[config.mk]
export PLATFORM = sky130hd
export DESIGN_NAME = game_seq_ctrl
export DESIGN_NICKNAME = d
export VERILOG_FILES = /design/src/rtl/game_pkg.sv /design/src/rtl/bcd_score_counter.sv /design/src/rtl/game_seq_ctrl.sv
export SDC_FILE = /design/constraint.sdc
export NUM_CORES = 1
export LEC_CHECK = 0
export CORE_MARGIN = 3
export CORE_UTILIZATION = 45
export CTS_BUF_LIST = sky130_fd_sc_hd__clkbuf_4 sky130_fd_sc_hd__clkbuf_8 sky130_fd_sc_hd__clkbuf_16
export CTS_CLUSTER_DIAMETER = 200
export DETAILED_ROUTE_END_ITERATION = 8
export PLACE_DENSITY = 0.81
export RECOVER_POWER = 100
export SYNTH_ARGS = -nofsm -noshare
export SYNTH_HDL_FRONTEND = slang
export SYNTH_SLANG_ARGS = --single-unit
[constraint.sdc]
create_clock -name buttonclk -period 2 [get_ports buttonclk]
set_input_delay 0.6 -clock buttonclk [delete_from_list [all_inputs] [get_ports buttonclk]]
set_output_delay 0.6 -clock buttonclk [all_outputs]
set_load 0.05 [all_outputs]
[src/rtl/game_pkg.sv]
// Shared types and constants for the paddle/ball/brick game: state codes,
// life thermometer values and the playfield reload coordinates.
package game_pkg;

  typedef enum logic [2:0] {
    ST_IDLE  = 3'd0,
    ST_SERVE = 3'd1,
    ST_PLAY  = 3'd2,
    ST_MISS  = 3'd3,
    ST_OVER  = 3'd4,
    ST_WIN   = 3'd5
  } game_state_e;

  localparam logic [2:0] LIFE_FULL = 3'b111;
  localparam logic [2:0] LIFE_DEAD = 3'b000;

  localparam int PADDLE_X0   = 2;
  localparam int BALL_X0     = 3;
  localparam int BALL_Y0     = 2;
  localparam int BRICK_TOTAL = 16;

  // Thermometer life meter loses its top-most remaining bar.
  function automatic logic [2:0] life_lose(input logic [2:0] life);
    return {life[1:0], 1'b0};
  endfunction

endpackage

[src/rtl/bcd_score_counter.sv]
// Two-digit BCD score counter with clear and saturation at 99; also used by
// the display path.
module bcd_score_counter (
  input  logic       buttonclk,
  input  logic       reset,
  input  logic       inc,
  input  logic       clr,
  output logic [3:0] ones,
  output logic [3:0] tens
);

  logic [3:0] ones_q, ones_d;
  logic [3:0] tens_q, tens_d;

  always_comb begin
    ones_d = ones_q;
    tens_d = tens_q;
    if (clr) begin
      ones_d = 4'd0;
      tens_d = 4'd0;
    end else if (inc && !(tens_q == 4'd9 && ones_q == 4'd9)) begin
      if (ones_q == 4'd9) begin
        ones_d = 4'd0;
        tens_d = tens_q + 4'd1;
      end else begin
        ones_d = ones_q + 4'd1;
      end
    end
  end

  always_ff @(posedge buttonclk) begin
    if (reset) begin
      ones_q <= 4'd0;
      tens_q <= 4'd0;
    end else begin
      ones_q <= ones_d;
      tens_q <= tens_d;
    end
  end

  assign ones = ones_q;
  assign tens = tens_q;

endmodule

[src/rtl/game_seq_ctrl.sv]
// Game-flow sequencer: state, lives, BCD score and ball-step tick.
// Optional GAME_SPEEDUP_EN shortens the step period as bricks are hit.
module game_seq_ctrl
  import game_pkg::*;
#(
  parameter int STEP_DIV     = 3,
  parameter int MIN_STEP_DIV = 2
) (
  input  logic       buttonclk,
  input  logic       reset,
  input  logic       start,
  input  logic       launch,
  input  logic       ball_lost,
  input  logic       brick_hit,
  input  logic [4:0] bricks_left,
  output logic [2:0] state,
  output logic       hold_ball,
  output logic       ball_step,
  output logic       reposition,
  output logic       reload_bricks,
  output logic [2:0] life,
  output logic [3:0] score_ones,
  output logic [3:0] score_tens,
  output logic       game_over,
  output logic       win
);

  game_state_e state_q, state_d;
  logic [2:0]  life_q, life_d;
  logic [3:0]  cnt_q, cnt_d;
  logic        launch_q, launch_d;
  logic        step_q, step_d;
  logic        repo_q, repo_d;
  logic        reload_q, reload_d;
  logic        hold_q, hold_d;
  logic        over_q, over_d;
  logic        win_q, win_d;
  logic        score_clr;
  logic        launch_edge;
  logic [3:0]  div;

`ifdef GAME_SPEEDUP_EN
  logic [4:0] tally_q, tally_d;

  // Hits this round; every four hits take one cycle off the step period.
  always_comb begin
    tally_d = tally_q;
    if (start) begin
      if (reload_d)
        tally_d = 5'd0;
      else if (brick_hit && tally_q != 5'd31)
        tally_d = tally_q + 5'd1;
    end
  end

  always_ff @(posedge buttonclk) begin
    if (reset) tally_q <= 5'd0;
    else       tally_q <= tally_d;
  end

  always_comb begin
    if ({2'b00, tally_q[4:2]} + 5'(MIN_STEP_DIV) >= 5'(STEP_DIV))
      div = 4'(MIN_STEP_DIV);
    else
      div = 4'(STEP_DIV) - {1'b0, tally_q[4:2]};
  end
`else
  always_comb begin
    div = 4'(STEP_DIV);
    if (STEP_DIV < MIN_STEP_DIV) div = 4'(MIN_STEP_DIV);
  end
`endif

  assign launch_edge = launch & ~launch_q;

  always_comb begin
    state_d   = state_q;
    life_d    = life_q;
    cnt_d     = cnt_q;
    launch_d  = launch_q;
    step_d    = 1'b0;
    repo_d    = 1'b0;
    reload_d  = 1'b0;
    score_clr = 1'b0;
    if (start) begin
      launch_d = launch;
      unique case (state_q)
        ST_IDLE: begin
          state_d  = ST_SERVE;
          repo_d   = 1'b1;
          reload_d = 1'b1;
        end
        ST_SERVE: begin
          if (launch_edge) begin
            state_d = ST_PLAY;
            cnt_d   = 4'd0;
          end
        end
        ST_PLAY: begin
          // Clearing the field outranks losing the ball; no step on exit.
          if (bricks_left == 5'd0) begin
            state_d = ST_WIN;
          end else if (ball_lost) begin
            state_d = ST_MISS;
            life_d  = life_lose(life_q);
            repo_d  = 1'b1;
          end else if (cnt_q >= div - 4'd1) begin
            cnt_d  = 4'd0;
            step_d = 1'b1;
          end else begin
            cnt_d = cnt_q + 4'd1;
          end
        end
        ST_MISS: begin
          state_d = (life_q == LIFE_DEAD) ? ST_OVER : ST_SERVE;
        end
        ST_OVER, ST_WIN: begin
          if (launch_edge) begin
            state_d   = ST_SERVE;
            life_d    = LIFE_FULL;
            score_clr = 1'b1;
            repo_d    = 1'b1;
            reload_d  = 1'b1;
          end
        end
        default: state_d = ST_IDLE;
      endcase
    end
    hold_d = (state_d == ST_IDLE) || (state_d == ST_SERVE);
    over_d = (state_d == ST_OVER);
    win_d  = (state_d == ST_WIN);
  end

  always_ff @(posedge buttonclk) begin
    if (reset) begin
      state_q  <= ST_IDLE;
      life_q   <= LIFE_FULL;
      cnt_q    <= 4'd0;
      launch_q <= 1'b0;
      step_q   <= 1'b0;
      repo_q   <= 1'b0;
      reload_q <= 1'b0;
      hold_q   <= 1'b1;
      over_q   <= 1'b0;
      win_q    <= 1'b0;
    end else begin
      state_q  <= state_d;
      life_q   <= life_d;
      cnt_q    <= cnt_d;
      launch_q <= launch_d;
      step_q   <= step_d;
      repo_q   <= repo_d;
      reload_q <= reload_d;
      hold_q   <= hold_d;
      over_q   <= over_d;
      win_q    <= win_d;
    end
  end

  bcd_score_counter u_score (
    .buttonclk (buttonclk),
    .reset     (reset),
    .inc       (start & brick_hit),
    .clr       (score_clr),
    .ones      (score_ones),
    .tens      (score_tens)
  );

  assign state         = state_q;
  assign life          = life_q;
  assign hold_ball     = hold_q;
  assign ball_step     = step_q;
  assign reposition    = repo_q;
  assign reload_bricks = reload_q;
  assign game_over     = over_q;
  assign win           = win_q;

endmodule

==> results.py, run 1 <==
metrics = {
    "outcome": {
        "run_status": "completed",
    },
    "worst_setup_path": {
        "cpMaxStageDelayCell": "or4_4",
        "timing.critical_path.arrival_ps": 2220,
        "path_cells": "clkdlybuf4s50_1 > or4_4 > nor3b_4 > o31ai_2 > a41o_1",
        "timing.setup.critical_path_class": "in -> reg",
        "worstSetupStartpointType": "primary input",
        "worstPathRequired_ps": 2240,
        "slowest_delay_ps": 440,
        "setup.worst_path.end_class": "register",
        "critPathMaxFanout": 4,
    },
    "cts": {
        "total_clock_sinks": 25,
        "clk_latency_ps": 330,
        "cts_buffer_depth": 2,
        "holdBufCountCts": 0,
        "tritoncts": "built",
        "post_cts.repair.setup_buffers": 0,
        "h-tree-depth": 1,
        "ctsRootBufferMaster": "clkbuf_4",
        "number_of_buffers_added_by_the_clock_tree_synthesis_step": 3,
        "clkTransAtPathRegs_ps": 120,
    },
    "timing": {
        "final-setup-viol-count": 0,
        "drv_slew": 0,
        "finalHoldViolations": 0,
        "timing_worst_slew_pin_value_ps": 704,
        "slew_headroom_pct": 52.7,
        "final.setup_skew_ps": 2.50,
        "min_period_over_period_pct": 99.4,
        "final_critical_path_required_period_ps": 1990,
        "totalNegativeSetupSlack_ps": 0,
        "fmax_ghz": 0.503,
    },
    "synthesis": {
        "syn_inst": 137,
        "synth_common_cells": "dfxtp_1 (25), nor2_1 (13), nand3_1 (11)",
        "synth_most_common_cell": "dfxtp_1",
        "synth.top_cells.by_area": "dfxtp_1 (41%), nand3_1 (4.5%), ha_1 (4.1%)",
        "synth-edff-count": 0,
        "synth_ff_type": "dfxtp_1",
        "yosysWarningCount": 0,
        "syn_nets": 152,
        "synth.avg_cell_area_sq_um": 8.96,
        "netlist-cell-type-count": 40,
        "post_synth_instance_area_sq_um": 1230,
        "synth-async-reset-ratio_pct": 0,
        "synth.yosys.seq_area_share_pct": 40.8,
        "flop_and_latch_count_out_of_synthesis": 25,
        "yosysTopAreaCell": "dfxtp_1",
        "synth_largest_type_area_fraction_pct": 40.8,
    },
    "drt": {
        "antenna_violating_nets_left": 0,
        "route.detailed.wl_per_inst_um": 14.6,
        "drtPass1Iterations": 4,
        "routed_wl_um": 3140,
        "via_count": 1256,
        "dr.first_iter.drc_count": 61,
        "via_density": 5.84,
        "drcViolationCount": 0,
    },
    "global_route": {
        "gr-usage-met2_pct": 34.2,
        "total_routing_usage_gr_pct": 19.6,
        "antenna_found_initial": 0,
        "first_pass_grt_wire_length_um": 5240,
        "grt.busiest_layer": "met2",
        "first_global_vias": 1243,
        "met1_usage_pct": 23.7,
        "grt.overflow.total": 0,
        "use_met3_pct": 3.79,
        "grt_max_degree": 14,
    },
    "finish": {
        "post_route_cells_drive_above_1_share_pct": 25.4,
        "final.fill_count": 221,
        "nNetsFinal": 201,
        "antenna-diode-count": 0,
        "finalInstanceArea_sq_um": 1700,
        "growth_of_design_area_from_synthesis_to_finish_pct": 38.4,
        "multi_input_area_sq_um": 741,
        "utilization_pct": 66.8,
        "register_area_sq_um": 500,
        "finish.cell_count_without_fillers": 215,
    },
    "floorplan": {
        "die_width_um": 58.2,
        "design.portCount": 31,
        "die_height_um": 58.2,
        "rows": 18,
        "core_sq_um": 2540,
        "fp.dieArea_sq_um": 3390,
        "initial_utilization_pct": 48.2,
    },
    "pwr": {
        "leakagePower_nw": 0.692,
        "p_per_area_nw_per_um2": 548,
        "ir_drop_mv": 0.475,
    },
    "placed_design": {
        "dp.final_hpwl_um": 2360,
        "port_buffers": 30,
        "routabilityCongestion": 0.846,
        "placedCellCount": 211,
        "postPlaceCellArea_sq_um": 1660,
    },
    "job": {
        "drv.max_cap_violation_count": 0,
    },
    "min_path": {
        "min_path_type": "reg -> reg",
    },
}
report_power, final:
group,switching [W],leakage (nW),internal [W]
logic,0.000100,0.471,0.0000705
clock network,0.000150,0.0184,0.0000920
registers,0.0000101,0.203,0.000509
total,0.000260,0.692,0.000671
what timing repair did:
item	4_1_cts	5_1_grt
gates cloned	0	0
resized for setup	3	9
setup endpoints to repair	3	9
pin swaps	1	4
cell families (layout without fill, tap and decap cells):
kind of cell | after synthesis | in the layout | synth area share, %
xor gates and xnor gates | 4 | 4 | 2.85
muxes | 4 | 4 | 3.36
adders and majority gates | 4 | 4 | 4.08
and+or+nand+nor | 56 | 56 | 27.4
AOI/OAI and AO/OA | 33 | 33 | 18.0
DFF | 25 | 25 | 40.8
buffers and inverters | 11 | 59 | 3.47
critical path: cells and delay by family:
family          cells  cell delay, ps
simple gates        2             830
buf+inv             1             400
compound gates      2             390
worst paths after layout:
| kind | from | endpoint | slack (ps) | cells past startpoint |
|---|---|---|---|---|
| hold reg to reg | cnt_q[2] | cnt_q[2] | 490 | 2 |
| setup reg to reg | state[2] | hold_ball | 70 | 4 |
| hold / removal | cnt_q[2] | cnt_q[2] | 490 | 2 |
| setup / recovery | bricks_left[0] | hold_ball | 10 | 5 |
cells in the final DEF (no fill, tap or decap), types with 2 or more instances in the layout:
master / instances
a211o_1: 2
a21oi_1: 9
and2_1: 2
and4bb_1: 2
buf_12: 2
buf_4: 18
clkbuf_1: 7
clkbuf_2: 11
clkbuf_4: 4
clkdlybuf4s50_1: 7
dfxtp_1: 25
dlymetal6s2s_1: 3
ha_1: 4
inv_1: 7
mux2i_1: 3
nand2_1: 2
nand2b_1: 3
nand3_1: 11
nand3b_1: 2
nand4_1: 2
nor2_1: 13
nor2b_1: 3
nor3_1: 4
nor4_1: 3
o21a_1: 3
o21ai_0: 3
o21ai_1: 3
o31ai_1: 2
xor2_1: 4
per-stage QoR:
| stage | worst slack (ps) | power (W) | hold slack, ps |
|---|---|---|---|
| final | 11.9 | 0.000932 | 486 |
| after global routing | -52.5 | 0.000974 | 506 |
| after CTS | -18.1 | 0.000936 | 487 |
| after detailed placement | -366 | 0.000697 | 469 |
| after global placement | -343 | 0.000694 | 457 |
| after floorplan | 95.2 | 0.000616 | 444 |
sequential cells by signal, summed over array words and instances, names as in the netlist:
name           count
launch_q           1
game_over          1
state              3
life               3
u_score.ones       4
ball_step          1
cnt_q              4
reposition         1
win                1
reload_bricks      1
hold_ball          1
u_score.tens       4
final cells by class:
class / instances / share of cell area, %
multi-input cells: 101 / 43.6
flip-flops and latches: 25 / 29.5
repair buffers: 48 / 21.4
well taps: 30 / 2.21
clock buffers: 4 / 1.77
inverters: 7 / 1.55
per-layer routing:
layer / share of wire, % / up-vias / wire length [um]
met5: 0 / - / 0
met3: 5.6 / 7 / 177
met2: 49 / 49 / 1530
li1: - / 602 / -
met1: 44 / 598 / 1370
met4: 2.0 / 0 / 62
Power figures use the tool's default switching activity.
==> run 2, diff against run 1 <==
--- a/config.mk
+++ b/config.mk
@@ -5,12 +5,13 @@
 export SDC_FILE = /design/constraint.sdc
 export NUM_CORES = 1
 export LEC_CHECK = 0
+export ABC_AREA = 1
 export CORE_MARGIN = 3
 export CORE_UTILIZATION = 45
 export CTS_BUF_LIST = sky130_fd_sc_hd__clkbuf_4 sky130_fd_sc_hd__clkbuf_8 sky130_fd_sc_hd__clkbuf_16
 export CTS_CLUSTER_DIAMETER = 200
 export DETAILED_ROUTE_END_ITERATION = 8
-export PLACE_DENSITY = 0.81
+export PLACE_DENSITY = 0.8
 export RECOVER_POWER = 100
 export SYNTH_ARGS = -nofsm -noshare
 export SYNTH_HDL_FRONTEND = slang
==> run 2 against run 1 <==
Net effect:
- clock-buffer cell count is 1 lower
- design area shrank 6.6%
- critical endpoint is now life[1]
- wire length fell by 16%
- combinational power decreased by 12%
- sequential share of layout area grew 2.1 points
- clock power fell by 10%
- global-route usage fell by 4.3 points
- non-clock buffer count down 14
- clock skew is 7.5 ps higher
- power down 4.6%
==> results.py, run 2 <==
metrics = {
    "synthesis": {
        "synth_largest_type_area_fraction_pct": 37.7,
        "synth_ff_type": "dfxtp_1",
        "netlist-cell-type-count": 27,
        "synth-edff-count": 0,
        "synth-async-reset-ratio_pct": 0,
        "yosysWarningCount": 0,
        "syn_inst": 179,
        "flop_and_latch_count_out_of_synthesis": 25,
        "synth.yosys.seq_area_share_pct": 37.7,
        "synth.top_cells.by_area": "dfxtp_1 (38%), nand2_1 (10%), nor2_1 (7.9%)",
        "synth.avg_cell_area_sq_um": 7.41,
        "synth_most_common_cell": "nand2_1",
        "yosysTopAreaCell": "dfxtp_1",
        "synth_common_cells": "nand2_1 (36), nor2_1 (28), dfxtp_1 (25)",
        "syn_nets": 194,
        "post_synth_instance_area_sq_um": 1330,
    },
    "drt": {
        "via_density": 4.88,
        "antenna_violating_nets_left": 0,
        "drtPass1Iterations": 4,
        "routed_wl_um": 2630,
        "route.detailed.wl_per_inst_um": 10.6,
        "via_count": 1206,
        "dr.first_iter.drc_count": 46,
        "drcViolationCount": 0,
    },
    "worst_setup_path": {
        "timing.critical_path.arrival_ps": 1200,
        "timing.setup.critical_path_class": "reg -> out",
        "cpMaxStageDelayCell": "clkbuf_1",
        "worstPathRequired_ps": 1400,
        "slowest_delay_ps": 480,
        "critical_path.n_buffers_inverters": 1,
        "worstSetupStartpointType": "register",
        "setup.worst_path.end_class": "primary output",
        "critPathMaxFanout": 4,
        "path_cells": "clkbuf_1",
        "timing.critical_path.max_delay_family": "buffers and inverters",
    },
    "timing": {
        "final.setup_skew_ps": 9.96,
        "slew_headroom_pct": 59.9,
        "timing_worst_slew_pin_value_ps": 604,
        "final.hold.worst_slack_ps": 467,
        "min_period_over_period_pct": 90.0,
        "fmax_ghz": 0.555,
        "drv_slew": 0,
        "totalNegativeSetupSlack_ps": 0,
        "final-setup-viol-count": 0,
        "final_critical_path_required_period_ps": 1800,
        "setup_repair_after_global_routing_missed_its_margin": "no",
        "finalHoldViolations": 0,
    },
    "cts": {
        "clkTransAtPathRegs_ps": 140,
        "tritoncts": "built",
        "post_cts_resize_count": 0,
        "total_clock_sinks": 25,
        "holdBufCountCts": 0,
        "cts_buffer_depth": 2,
        "number_of_buffers_added_by_the_clock_tree_synthesis_step": 3,
        "clk_latency_ps": 310,
        "h-tree-depth": 1,
        "ctsRootBufferMaster": "clkbuf_4",
        "post_cts.repair.setup_buffers": 0,
    },
    "pwr": {
        "p_per_area_nw_per_um2": 560,
        "ir_drop_mv": 0.421,
        "leakagePower_nw": 0.697,
        "totalPowerFinal_w": 0.000889,
    },
    "min_path": {
        "min_path_type": "reg -> reg",
    },
    "finish": {
        "final.fill_count": 279,
        "antenna-diode-count": 0,
        "growth_of_design_area_from_synthesis_to_finish_pct": 19.7,
        "finalInstanceArea_sq_um": 1590,
        "layout_common_cells": "nand2_1 (38), nor2_1 (29), dfxtp_1 (25), inv_1 (21), clkbuf_1 (13)",
        "utilization_pct": 57.1,
        "post_route_cells_drive_above_1_share_pct": 17.6,
        "mostFrequentLayoutCell": "nand2_1",
        "nNetsFinal": 232,
    },
    "global_route": {
        "first_global_vias": 963,
        "total_routing_usage_gr_pct": 15.4,
        "grt.overflow.total": 0,
        "grt_max_degree": 15,
        "antenna_found_initial": 0,
        "first_pass_grt_wire_length_um": 4260,
    },
    "floorplan": {
        "fp.dieArea_sq_um": 3630,
        "die_height_um": 60.3,
        "design.portCount": 31,
        "initial_utilization_pct": 47.7,
        "core_sq_um": 2780,
        "rows": 19,
        "die_width_um": 60.3,
    },
    "placed_design": {
        "port_buffers": 30,
        "postPlaceCellArea_sq_um": 1650,
        "routabilityCongestion": 0.827,
        "dp.final_hpwl_um": 2130,
    },
    "outcome": {
        "run_status": "completed",
    },
    "job": {
        "drv.max_cap_violation_count": 0,
    },
}
## run 2: cell families after synthesis
kind of cell,Yosys count,share of synthesized area (%)
buf+inv,28,8.68
simple gates,97,35.8
compound gates,22,12.0
xor+xnor,3,1.98
flops,25,37.7
fa+ha+maj,4,3.77
## run 2: final timing paths
path                  from       end  slack [ps]  depth (start not counted)
hold / removal    cnt_q[3]  cnt_q[3]         470                          2
hold reg to reg   cnt_q[3]  cnt_q[3]         470                          2
setup reg to reg  state[1]       win         630                          7
setup / recovery   life[1]   life[1]         200                          1
## run 2: cell type report
cell class              instances  area, sq um  area share (%)
multi-input cells             126          692            43.6
flip-flops and latches         25          500            31.5
repair buffers                 34          225            14.2
inverters                      27          104            6.54
well taps                      31         38.8            2.44
clock buffers                   3         22.5            1.42
clock inverters                 1         5.00           0.315
## run 2: tightest hold or removal path: stages, from the launching register on
cell	delay [ps]
dfxtp_1	340
nand2_1	60
nor2_1	40
## run 2: stage by stage
stage / setup WS (ps) / std cells
floorplan: 447 / 179
global placement: 51.2 / 243
detailed placement: 35.7 / 243
CTS: 345 / 247
global route: 135 / 247
finish: 200 / 247
## run 2: power by group
group          total (W)  leakage [nW]  switching, W  internal [W]
Sequential      0.000521         0.203     0.0000111      0.000510
Combinational   0.000151         0.477     0.0000973     0.0000538
Clock           0.000217        0.0177      0.000142     0.0000746
Total           0.000889         0.697      0.000251      0.000638
## run 2: routing by layer
layer  share of wire, %  global-route usage [%]  vias to the layer above  wire, um
met5                  0                       0                        -         0
met4               0.80                    6.65                        0        21
met3                4.6                    2.16                        2       121
met2                 43                    22.1                       19      1130
met1                 52                    22.5                      544      1360
li1                   -                       -                      641         -
